[src/rtl/ifetch_unit.sv]
// rtl/ifetch_unit.sv - RV64 instruction fetch stage: PC, single-outstanding imem fetch, decode handoff.
// Redirects squash in-flight fetches; a misaligned redirect target parks the unit in FAULT.
module ifetch_unit #(
  parameter logic [63:0] RESET_PC = 64'h0000_0000_8000_0000
) (
  input  logic        clk,
  input  logic        rst,
  output logic        imem_req_valid,
  input  logic        imem_req_ready,
  output logic [63:0] imem_req_addr,
  input  logic        imem_rsp_valid,
  input  logic [31:0] imem_rsp_data,
  input  logic        redirect_valid,
  input  logic [63:0] redirect_pc,
  output logic        instr_valid,
  input  logic        instr_ready,
  output logic [31:0] instr,
  output logic [63:0] instr_pc,
  output logic        fetch_fault
);

  typedef enum logic [1:0] {
    ST_REQ   = 2'd0,
    ST_WAIT  = 2'd1,
    ST_HOLD  = 2'd2,
    ST_FAULT = 2'd3
  } state_t;

  state_t      r_state;
  state_t      w_state_nxt;
  logic [63:0] r_pc;
  logic [63:0] w_pc_nxt;
  logic        r_kill;
  logic        w_kill_nxt;
  logic [31:0] r_instr;
  logic [31:0] w_instr_nxt;
  logic [63:0] r_instr_pc;
  logic [63:0] w_instr_pc_nxt;

  logic        w_redir_ok;
  logic        w_redir_bad;
  logic        w_kill_left;

  assign w_redir_ok  = redirect_valid & (redirect_pc[1:0] == 2'b00);
  assign w_redir_bad = redirect_valid & (redirect_pc[1:0] != 2'b00);
  // A killed fetch is still owed by memory until its response shows up.
  assign w_kill_left = r_kill & ~imem_rsp_valid;

  assign imem_req_valid = (r_state == ST_REQ) & ~rst;
  assign imem_req_addr  = r_pc;
  assign instr_valid    = (r_state == ST_HOLD);
  assign fetch_fault    = (r_state == ST_FAULT);
  assign instr          = r_instr;
  assign instr_pc       = r_instr_pc;

  always_comb begin
    w_state_nxt    = r_state;
    w_pc_nxt       = r_pc;
    w_kill_nxt     = r_kill;
    w_instr_nxt    = r_instr;
    w_instr_pc_nxt = r_instr_pc;

    if (w_redir_bad) begin
      w_state_nxt = ST_FAULT;
      w_pc_nxt    = redirect_pc;
      if (r_state == ST_WAIT) begin
        w_kill_nxt = ~imem_rsp_valid;
      end else if (r_state == ST_FAULT) begin
        w_kill_nxt = w_kill_left;
      end
    end else begin
      case (r_state)
        ST_REQ: begin
          if (w_redir_ok) begin
            w_pc_nxt = redirect_pc;
          end else if (imem_req_ready) begin
            w_state_nxt = ST_WAIT;
          end
        end
        ST_WAIT: begin
          if (imem_rsp_valid) begin
            if (r_kill | w_redir_ok) begin
              w_kill_nxt  = 1'b0;
              w_state_nxt = ST_REQ;
              if (w_redir_ok) begin
                w_pc_nxt = redirect_pc;
              end
            end else begin
              w_instr_nxt    = imem_rsp_data;
              w_instr_pc_nxt = r_pc;
              w_state_nxt    = ST_HOLD;
            end
          end else if (w_redir_ok) begin
            w_pc_nxt   = redirect_pc;
            w_kill_nxt = 1'b1;
          end
        end
        ST_HOLD: begin
          if (w_redir_ok) begin
            w_pc_nxt    = redirect_pc;
            w_state_nxt = ST_REQ;
          end else if (instr_ready) begin
            w_pc_nxt    = r_pc + 64'd4;
            w_state_nxt = ST_REQ;
          end
        end
        ST_FAULT: begin
          w_kill_nxt = w_kill_left;
          if (w_redir_ok) begin
            w_pc_nxt    = redirect_pc;
            w_state_nxt = w_kill_left ? ST_WAIT : ST_REQ;
          end
        end
        default: begin
          w_state_nxt = ST_REQ;
        end
      endcase
    end
  end

  always_ff @(posedge clk or posedge rst) begin
    if (rst) begin
      r_state    <= ST_REQ;
      r_pc       <= RESET_PC;
      r_kill     <= 1'b0;
      r_instr    <= 32'h0;
      r_instr_pc <= RESET_PC;
    end else begin
      r_state    <= w_state_nxt;
      r_pc       <= w_pc_nxt;
      r_kill     <= w_kill_nxt;
      r_instr    <= w_instr_nxt;
      r_instr_pc <= w_instr_pc_nxt;
    end
  end

endmodule

[config.mk]
export PLATFORM = sky130hd
export DESIGN_NAME = ifetch_unit
export DESIGN_NICKNAME = d
export VERILOG_FILES = /design/src/rtl/ifetch_unit.sv
export SDC_FILE = /design/constraint.sdc
export NUM_CORES = 1
export LEC_CHECK = 0
export BUFFER_PORTS_ARGS = -buffer_cell sky130_fd_sc_hd__buf_2
export CORE_MARGIN = 2
export CORE_UTILIZATION = 46
export CTS_CLUSTER_DIAMETER = 80
export CTS_CLUSTER_SIZE = 25
export DETAILED_ROUTE_END_ITERATION = 16
export HOLD_SLACK_MARGIN = 0.1
export PLACE_DENSITY_LB_ADDON = 0.2
export SKIP_CTS_REPAIR_TIMING = 1
export SLEW_MARGIN = 20
export SYNTH_ARGS = -nofsm -noshare
export SYNTH_HDL_FRONTEND = slang
export SYNTH_SLANG_ARGS = --single-unit
[constraint.sdc]
create_clock -name clk -period 5.8 [get_ports clk]
set_clock_uncertainty 0.1 [all_clocks]
set_input_delay 1.16 -clock clk [delete_from_list [all_inputs] [get_ports clk]]
set_output_delay 1.16 -clock clk [all_outputs]
set_load 0.05 [all_outputs]
# Yosys cells after proc, flatten, opt, wreduce, memory -nomap -nowiden
# Cells that the tools add are included.
[totals]
wordCells = 58
inputBits = 102
out_inout_bits = 163
ff_bits = 163
[op_classes]
eq_ne = 10
add_sub_neg = 1
bitwise_logic = 9
n_reduce_logical = 9
n_mux = 24
[ops]
columns = ["op", "count"]
rows = [
  ["$mux 64", 6],
  ["$pmux 64 s3", 1],
  ["$add 64x3->64 const B", 1],
  ["$mux 2", 8],
  ["$ne 3x3->1 const B", 3],
  ["$pmux 2 s4", 1],
  ["$mux 1", 7],
  ["$reduce_and 5->1", 1],
  ["$and 1x1->1", 4],
  ["$eq 2x2->1 const B", 2],
  ["$logic_not 2->1", 2],
  ["$ne 4x1->1 const B", 1],
  ["$ne 4x3->1 const B", 1],
  ["$ne 4x4->1 const B", 1],
  ["$not 1->1", 4],
  ["$reduce_and 4->1", 1],
  ["$reduce_bool 2->1", 2],
  ["$ne 3x1->1 const B", 1],
  ["$reduce_and 3->1", 1],
  ["$eq 2x1->1 const B", 1],
  ["$pmux 1 s2", 1],
  ["$reduce_and 2->1", 1],
  ["$reduce_or 2->1", 1],
  ["$or 1x1->1", 1],
]

# Depth between registers and ports, before layout
# Gate-level depths: netlist (run 1).
[depth]
word_depth = 7
depth_mapped = 8
depth_no_buf = 6

# Least setup slack after synthesis (run 1)
# No wires, ideal clock.
[synth_path]
path_kind = "input -> output"
from = "in rst"
to = "out imem_req_valid"
n_path_buf = 0
slack_ns = 2.335
arrival_ns = 2.205
cell_stages = 1
t_required_ns = 4.540
path_cell_list = "nor3_1"
[synth_between]
elab_chain_len = 2
[synth_rtl]
columns = ["element", "line", "text"]
rows = [
  ["start: declaration", "7", "input logic rst,"],
  ["$not 1->1", "49", "assign imem_req_valid = (r_state == ST_REQ) & ~rst;"],
  ["$and 1x1->1", "49", ""],
  ["end: declaration", "8", "output logic imem_req_valid,"],
]
# Every way passes these cells.

# Worst setup path after layout (run 1)
[layout_path]
from = "in instr_ready"
to = "reg r_pc[31], in the netlist imem_req_addr[31]"
[layout_between]
elab_chain_len = 2
[layout_rtl]
columns = ["element", "line", "text"]
rows = [
  ["start: declaration", "16", "input logic instr_ready,"],
  ["$ne 4x1->1 (no line)", "--", ""],
  ["$reduce_and 2->1 (no line)", "--", ""],
  ["end signal: assignment", "130", "r_pc <= w_pc_nxt;"],
  ["end: declaration", "31", "logic [63:0] r_pc;"],
]
# Every way passes these cells.
# A chain may end at the register's enable or synchronous reset.

==> results of run 1 <==
==> cell families after synthesis <==
kind of cell | share of synthesized area
AND/OR/NAND/NOR | 0.1767
flip-flops | 0.5218
AO/OA/AOI/OAI | 0.1044
adder cells (fa/ha/maj) | 0.001599
multiplexers | 0.1440
buffers and inverters | 0.03023
XOR/XNOR | 0.02127
==> critical path, stage by stage <==
cell and delay, ns:
buf_2 0.17, nand3b_1 0.46, or4_1 0.74, or4_1 0.51, xnor2_1 0.15, mux2_2 0.27
==> power groups by stage <==
stage	clock network [mW]	registers, mW	logic [mW]
2_1_floorplan	0	3.14	0.496
3_3_place_gp	0	1.79	2.41
3_5_place_dp	0	1.81	2.42
4_1_cts	1.15	1.79	2.43
5_1_grt	1.19	1.84	2.51
6_report	1.12	1.79	2.41
==> layer usage <==
| metal | track usage | vias to the layer above | routed length (microns) |
|---|---|---|---|
| met2 | 0.4104 | 208 | 10950 |
| met3 | 0.05291 | 21 | 1123 |
| met4 | 0.06959 | 0 | 275 |
| li1 | - | 3186 | - |
| met1 | 0.3217 | 3394 | 9774 |
| met5 | 0 | - | 0 |
==> flip-flops by register name (all words and copies together), names as in the netlist <==
signal / flops
imem_req_addr: 64
instr: 32
instr_pc: 64
r_kill: 1
r_state: 2
==> through the flow <==
stage          hold slack (ns)    util
2_1_floorplan           0.4049       -
3_3_place_gp            0.3838  0.5609
3_5_place_dp            0.3897  0.5609
4_1_cts                 0.4048  0.5963
5_1_grt                 0.4141  0.5963
6_report                0.3991  0.5963
==> placed cells by master, fill, tap and decap left out, types with 4 or more instances in the layout <==
cell	n
and3_1	13
o31ai_1	7
nand4_1	24
or3_1	6
or4_1	12
nor4_1	19
nand3_1	32
clkbuf_16	17
o21ai_0	29
mux2_2	100
o22ai_1	5
a21oi_1	29
a41oi_1	4
nand2_1	68
a31oi_1	11
and2_1	8
and4_1	12
buf_2	264
inv_1	12
buf_4	7
o211ai_1	6
nor2_1	38
a311oi_1	4
xnor2_1	16
nor3_1	11
dfrtp_1	161
==> worst max-delay path by stage <==
stage	startpoint	endpoint	slack, ns	depth (start not counted)
after detailed placement	instr_ready	imem_req_addr[31]	2.18	6
after floorplan	rst	imem_req_addr[0]	0.14	1
after CTS	instr_ready	imem_req_addr[31]	2.63	6
after global routing	instr_ready	imem_req_addr[62]	2.50	6
final	instr_ready	imem_req_addr[31]	2.59	6
after global placement	instr_ready	imem_req_addr[31]	2.21	6
==> cell type report <==
class | instances | area share
clock buffer | 21 | 0.04656
clock inverter | 11 | 0.01278
inverter | 14 | 0.005821
multi-input combinational | 503 | 0.3553
sequential | 163 | 0.4128
tap | 220 | 0.02784
timing repair buffer | 271 | 0.1389
==> flow_summary.yaml, run 1 <==
worst_setup_path:
  arrival_ns: 3.46
  rr_worst_depth: 5
  crit_fanout: 14
  reg2reg_to: "imem_req_addr[47]"
  startpoint_type: "input port"
  rr_startpoint: "imem_req_addr[11]"
  rrSetupSlack_ns: 2.71
  end_kind: "flip-flop"
  path_class: "input port to flip-flop"
  required_ns: 6.05
placement:
  place_area_sq_mm: 0.009301
  place.detailed.hpwl_microns: 15690
  portBuffers: 264
  place_ws_ns: 2.184
  dp.cells: 1171
  finalWeightedCongestion: 0.8591
yosys:
  synth_edf_count: 0
  yosysWarnings: 0
  synth_nets: 830
  synthTopCellsByArea: "dfrtp_1 52%, mux2_2 14%, nand2_1 3.3%, nand3_1 2.0%, nand4_1 1.9%"
  yosysTopAreaCellShare: 0.5150
  syn_area_per_cell_sq_um: 10.76
  synth_ff_type: "dfrtp_1"
  async_flop_share: 1.000
  synth_cells: 727
  yosysMostFrequentCell: "dfrtp_1"
  synth_top_cell_by_area: "dfrtp_1"
  ys_ff_latch: 163
  netlist_area_sq_mm: 0.007823
  seq_area_frac_synth: 0.5218
  yosysUniqueCellTypes: 57
  yosys-top-cells-count: "161 x dfrtp_1, 100 x mux2_2, 68 x nand2_1"
power_and_ir_drop:
  pwr-share-comb: 0.453
  power_density_mw_per_mm2: 537.7
  p_total_mw: 5.317
  p_sw_mw: 2.520
  swShare: 0.4740
  vdd.ir_drop.worst_mv: 0.3387
  p_clk_frac: 0.211
  cellLeakagePower_nw: 4.406
  seq_power_share: 0.336
  p_int_mw: 2.797
layout:
  nets: 1073
  n_antenna_cell: 0
  multi_input_area_sq_mm: 0.003513
  syn2layout_area_growth_pct: 26.41
  seqCellArea_sq_mm: 0.004081
  final_cell_count_no_fill: 1203
  fillerInstances: 1485
  final_area_sq_mm: 0.009888
  drive_gt1_frac: 0.4222
routing:
  viasPerCell: 5.660
  dr.pass1.iters: 5
  drc: 0
  drtIter0Drc: 531
  avgRoutedWirePerCell_microns: 18.39
  vias: 6809
  postRouteAntennaNets: 0
  routed_wl_microns: 22120
global_routing:
  grt_first_pass_wirelength_microns: 34960
  grt.overflow.total: 0
  grt_pass1_vias: 6703
  grt_usage: 0.2449
  grt_start_max_net_pins: 77
  antenna_found_initial: 0
floorplanning:
  dieHeight_microns: 134.4
  coreArea_sq_mm: 0.01658
  dieArea_sq_mm: 0.01806
  io_pins: 265
  start_util: 0.4717
  die_w_microns: 134.4
  num_rows: 47
clocking:
  cts_tree: "yes"
  numClockSinks: 163
  htreeDepth: 4
  clk_latency_ns: 0.43
  cts_buffer_depth: 2
  cts_root_buffer: "clkbuf_16"
  cts_buffers: 17
  path_clk_slew_ns: 0.06
sta:
  rsz0062_at_grt: "false"
  fin_setup_tns_ns: 0
  tightest_slew_ns: 0.9538
  period_needed_ns: 3.212
  setup_viol: 0
  fin_ws_ns: 2.588
  hold_viol: 0
  finalCritPeriodShare: 0.5538
  fmax_ghz: 0.3113
  final_max_slew_viol_count: 0
  relSlewSlack: 0.3618
hold_path:
  hold_class: "flip-flop to flip-flop"
  hold_end: "instr[15]"
  hold_start: "instr[15]"
  whs_path_depth: 1
flow_run:
  drv_cap: 0
status:
  status: "completed"
No activity file was read; power rests on OpenSTA's default activity.
==> run 2: changes to the inputs <==
CORE_UTILIZATION = 50   (was 46)
clock period = 3 ns   (was 5.8 ns; I/O delays follow)
==> flow_summary.yaml, run 2 (synthesized netlist as in run 1, its figures left out) <==
worst_setup_path:
  rrSetupSlack_ns: 0.36
  rr_startpoint: "imem_req_addr[7]"
  end_kind: "flip-flop"
  required_ns: 3.26
  path_class: "flip-flop to flip-flop"
  startpoint_type: "flip-flop"
  arrival_ns: 2.90
  rr_worst_depth: 5
  reg2reg_to: "imem_req_addr[47]"
  crit_fanout: 9
sta:
  final_max_slew_viol_count: 0
  fmax_ghz: 0.3787
  setup_viol: 0
  tightest_slew_ns: 0.6582
  period_needed_ns: 2.641
  relSlewSlack: 0.5578
  rsz0062_at_grt: "false"
  hold_viol: 0
  finalCritPeriodShare: 0.8802
  fin_setup_tns_ns: 0
routing:
  postRouteAntennaNets: 0
  drtIter0Drc: 434
  dr.pass1.iters: 6
  drc: 0
  routedLengthMet1_microns: 9312
  avgRoutedWirePerCell_microns: 18.05
  routed-wl-met2_microns: 10750
  highest_layer: "met4"
  viasPerCell: 5.696
  routed_wl_microns: 21970
  wl_met3_microns: 1619
  vias: 6932
floorplanning:
  io_pins: 265
  coreArea_sq_mm: 0.01526
  die_w_microns: 129.1
  dieHeight_microns: 129.1
  num_rows: 45
  dieArea_sq_mm: 0.01666
  start_util: 0.5127
clocking:
  cts_root_buffer: "clkbuf_16"
  htreeDepth: 4
  cts_buffer_depth: 2
  cts_tree: "yes"
  cts_buffers: 17
  clk_latency_ns: 0.44
  numClockSinks: 163
  path_clk_slew_ns: 0.07
power_and_ir_drop:
  power_density_mw_per_mm2: 1027
  swShare: 0.4778
  vdd.ir_drop.worst_mv: 0.8037
  p_clk_frac: 0.214
  pwr-share-comb: 0.456
  p_int_mw: 5.424
  seq_power_share: 0.330
  cellLeakagePower_nw: 4.533
  p_sw_mw: 4.963
hold_path:
  hold_class: "input port to flip-flop"
  hold_start: "redirect_pc[24]"
  whs_path_depth: 3
  hold_end: "imem_req_addr[24]"
placement:
  finalWeightedCongestion: 0.8440
  place.detailed.hpwl_microns: 15880
  portBuffers: 264
  place_area_sq_mm: 0.009504
global_routing:
  antenna_found_initial: 1
  grt_first_pass_wirelength_microns: 34510
  grt.overflow.total: 0
  grt_usage: 0.2648
  grt_pass1_vias: 6575
  grt_start_max_net_pins: 97
layout:
  layout_common_cells: "264 x buf_2, 161 x dfrtp_1, 100 x mux2_2"
  final_area_sq_mm: 0.01011
  nets: 1096
  syn2layout_area_growth_pct: 29.27
  mostFrequentLayoutCell: "buf_2"
  drive_gt1_frac: 0.4364
  n_antenna_cell: 0
flow_run:
  drv_cap: 0
status:
  status: "completed"
## run 2: cell types whose count changed in the layout (fill, tap and decap cells not counted), sizes merged
cell | previous run | this run
buf | 271 | 293
clkbuf | 21 | 17
clkinv | 7 | 6
clkinvlp | 1 | 2
dlygate4sd3 | 0 | 1
inv | 15 | 19
## run 2: critical path, stage by stage (launching register included)
cell	delay (ns)
dfrtp_1	0.48
nand4_2	0.18
or3_1	0.53
or4_1	0.71
or3_1	0.39
a31oi_1	0.16
## run 2: how the worst max path moves through the flow
stage,from,to,slack (ns)
final,imem_req_addr[7],imem_req_addr[47],0.36
after global routing,imem_req_addr[7],imem_req_addr[47],0.23
after CTS,imem_req_addr[7],imem_req_addr[53],0.37
after detailed placement,imem_req_addr[7],imem_req_addr[53],0.39
after global placement,imem_req_addr[8],imem_req_addr[47],0.44
after floorplan,rst,imem_req_addr[0],0.23
## run 2: area by class of cell
type                    count  area (sq um)
fillers                  1244          5146
flip-flops and latches    163          4081
multi-input cells         503          3513
repair buffers            294          1599
clock buffers              17         425.4
well taps                 211         264.0
clock inverters            15         172.7
inverters                  14         56.30
## run 2: power groups by stage
stage	sequential, mW	clock, mW	combinational, mW
3_3_place_gp	3.42	0	4.74
2_1_floorplan	6.07	0	0.959
4_1_cts	3.43	2.25	4.77
6_report	3.43	2.22	4.74
3_5_place_dp	3.46	0	4.77
5_1_grt	3.52	2.35	4.95
## run 2: routing by layer
metal,vias up,GRT usage
met5,-,0
met4,0,0.07417
met3,29,0.07060
met2,284,0.4308
met1,3392,0.3536
li1,3227,-
## run 2: metrics by stage
step	utilization	hold WS (ns)	setup WS, ns	total power, mW	std cells
final	0.6627	0.2666	0.3594	10.39	1217
after global routing	0.6627	0.2744	0.2304	10.82	1217
after CTS	0.6621	0.06651	0.3735	10.46	1216
after detailed placement	0.6229	0.3894	0.3917	8.226	1184
after global placement	0.6229	0.3834	0.4445	8.162	1184
after floorplan	-	0.4049	0.2308	7.028	727
==> run 3: changes to the inputs <==
BUFFER_PORTS_ARGS = -buffer_cell sky130_fd_sc_hd__buf_4   (was -buffer_cell sky130_fd_sc_hd__buf_2)
CTS_BUF_LIST = sky130_fd_sc_hd__clkbuf_4 sky130_fd_sc_hd__clkbuf_8   (was default)
clock period = 2.9 ns   (was 3 ns; I/O delays follow)
==> flow_summary.yaml, run 3 (synthesized netlist as in run 1, its figures left out) <==
routing:
  vias: 7036
  dr.pass1.iters: 5
  routed_wl_microns: 22780
  postRouteAntennaNets: 0
  avgRoutedWirePerCell_microns: 18.73
  drc: 0
  viasPerCell: 5.786
  drtIter0Drc: 678
worst_setup_path:
  rrSetupSlack_ns: 0.22
  path_class: "flip-flop to flip-flop"
  cp_cell_sequence: "nand4_2 -> or3_1 -> or4_1 -> o31a_1 -> a211oi_1"
  arrival_ns: 2.96
  end_kind: "flip-flop"
  startpoint_type: "flip-flop"
  rr_worst_depth: 5
  critical_path.top_delay_family: "simple AND/OR/NAND/NOR gates"
  rr_startpoint: "imem_req_addr[7]"
  cp_slowest_stage_delay_ns: 0.71
  cp_num_buf_inv: 0
  crit_fanout: 9
  crit_slowest_cell: "or4_1"
  required_ns: 3.17
  reg2reg_to: "imem_req_addr[53]"
layout:
  nets: 1096
  layout_common_cells: "291 x buf_4, 161 x dfrtp_1, 100 x mux2_2"
  fin_util: 0.6944
  drive_gt1_frac: 0.4368
  mostFrequentLayoutCell: "buf_4"
  n_antenna_cell: 0
  syn2layout_area_growth_pct: 35.45
global_routing:
  grt_first_pass_wirelength_microns: 35980
  antenna_found_initial: 0
  grt.overflow.total: 0
  grt_start_max_net_pins: 65
  grt_pass1_vias: 6841
  grt_usage: 0.2790
power_and_ir_drop:
  p_clk_frac: 0.169
  vdd.ir_drop.worst_mv: 1.007
  seq_power_share: 0.330
  p_int_mw: 5.784
  p_sw_mw: 5.077
  cellLeakagePower_nw: 4.671
  pwr-share-comb: 0.501
  p_total_mw: 10.86
  swShare: 0.4674
  power_density_mw_per_mm2: 1025
floorplanning:
  coreArea_sq_mm: 0.01526
  die_w_microns: 129.1
  io_pins: 265
  start_util: 0.5127
  dieHeight_microns: 129.1
  num_rows: 45
  dieArea_sq_mm: 0.01666
clocking:
  clk_latency_ns: 0.47
  path_clk_slew_ns: 0.09
  cts_root_buffer: "clkbuf_8"
  cts_buffer_depth: 2
  cts_tree: "yes"
  htreeDepth: 4
  numClockSinks: 163
  cts_buffers: 17
placement:
  portBuffers: 264
  finalWeightedCongestion: 0.8891
  place.detailed.hpwl_microns: 16520
sta:
  rsz0062_at_grt: "false"
  final_max_slew_viol_count: 0
  fin_setup_tns_ns: 0
  tightest_slew_ns: 0.8084
  finalCritPeriodShare: 0.9248
  hold_viol: 0
  setup_viol: 0
  whs_ns: 0.1737
  fmax_ghz: 0.3729
  period_needed_ns: 2.682
  relSlewSlack: 0.4611
status:
  status: "completed"
flow_run:
  drv_cap: 0
hold_path:
  hold_class: "input port to async pin"
run 3: worst max path at each step:
stage | from | endpoint | slack, ns | cells past startpoint
floorplan | rst | imem_req_addr[0] | 0.15 | 1
global placement | imem_req_addr[7] | imem_req_addr[47] | 0.33 | 5
detailed placement | imem_req_addr[8] | imem_req_addr[53] | 0.26 | 5
CTS | imem_req_addr[7] | imem_req_addr[53] | 0.22 | 5
global route | imem_req_addr[7] | imem_req_addr[53] | 0.01 | 5
finish | imem_req_addr[7] | imem_req_addr[53] | 0.22 | 5
run 3: final cells by class:
cell class | count | area (sq um)
Clock inverter | 12 | 180.2
Clock buffer | 19 | 255.2
Sequential cell | 163 | 4081
Tap cell | 211 | 264.0
Inverter | 14 | 56.30
Fill cell | 1236 | 4663
Timing Repair Buffer | 294 | 2245
Multi-Input combinational cell | 503 | 3513
run 3: routing by layer:
layer / vias to the layer above / share of wire / wire [microns] / global-route usage
li1: 3223 / - / - / -
met1: 3465 / 0.41 / 9273 / 0.3770
met2: 301 / 0.50 / 11470 / 0.4441
met3: 47 / 0.069 / 1580 / 0.07267
met4: 0 / 0.020 / 447 / 0.09079
met5: - / 0 / 0 / 0
run 3: worst min-delay path, stage by stage:
cell,delay [ns]
buf_4,0.12
clkinvlp_4,0.07
buf_4,0.41
run 3: power groups by stage:
stage / combinational (mW) / sequential (mW) / clock [mW]
2_1_floorplan: 0.992 / 6.28 / 0
3_3_place_gp: 5.42 / 3.58 / 0
3_5_place_dp: 5.47 / 3.62 / 0
4_1_cts: 5.48 / 3.58 / 1.86
5_1_grt: 5.67 / 3.69 / 1.97
6_report: 5.44 / 3.58 / 1.84
run 3: stage by stage:
stage	setup slack, ns	instance area, sq um	cells
after global placement	0.3280	10160	1185
after floorplan	0.1508	7826	727
after global routing	0.01136	10600	1216
after CTS	0.2191	10600	1216
final	0.2181	10600	1216
after detailed placement	0.2559	10160	1185
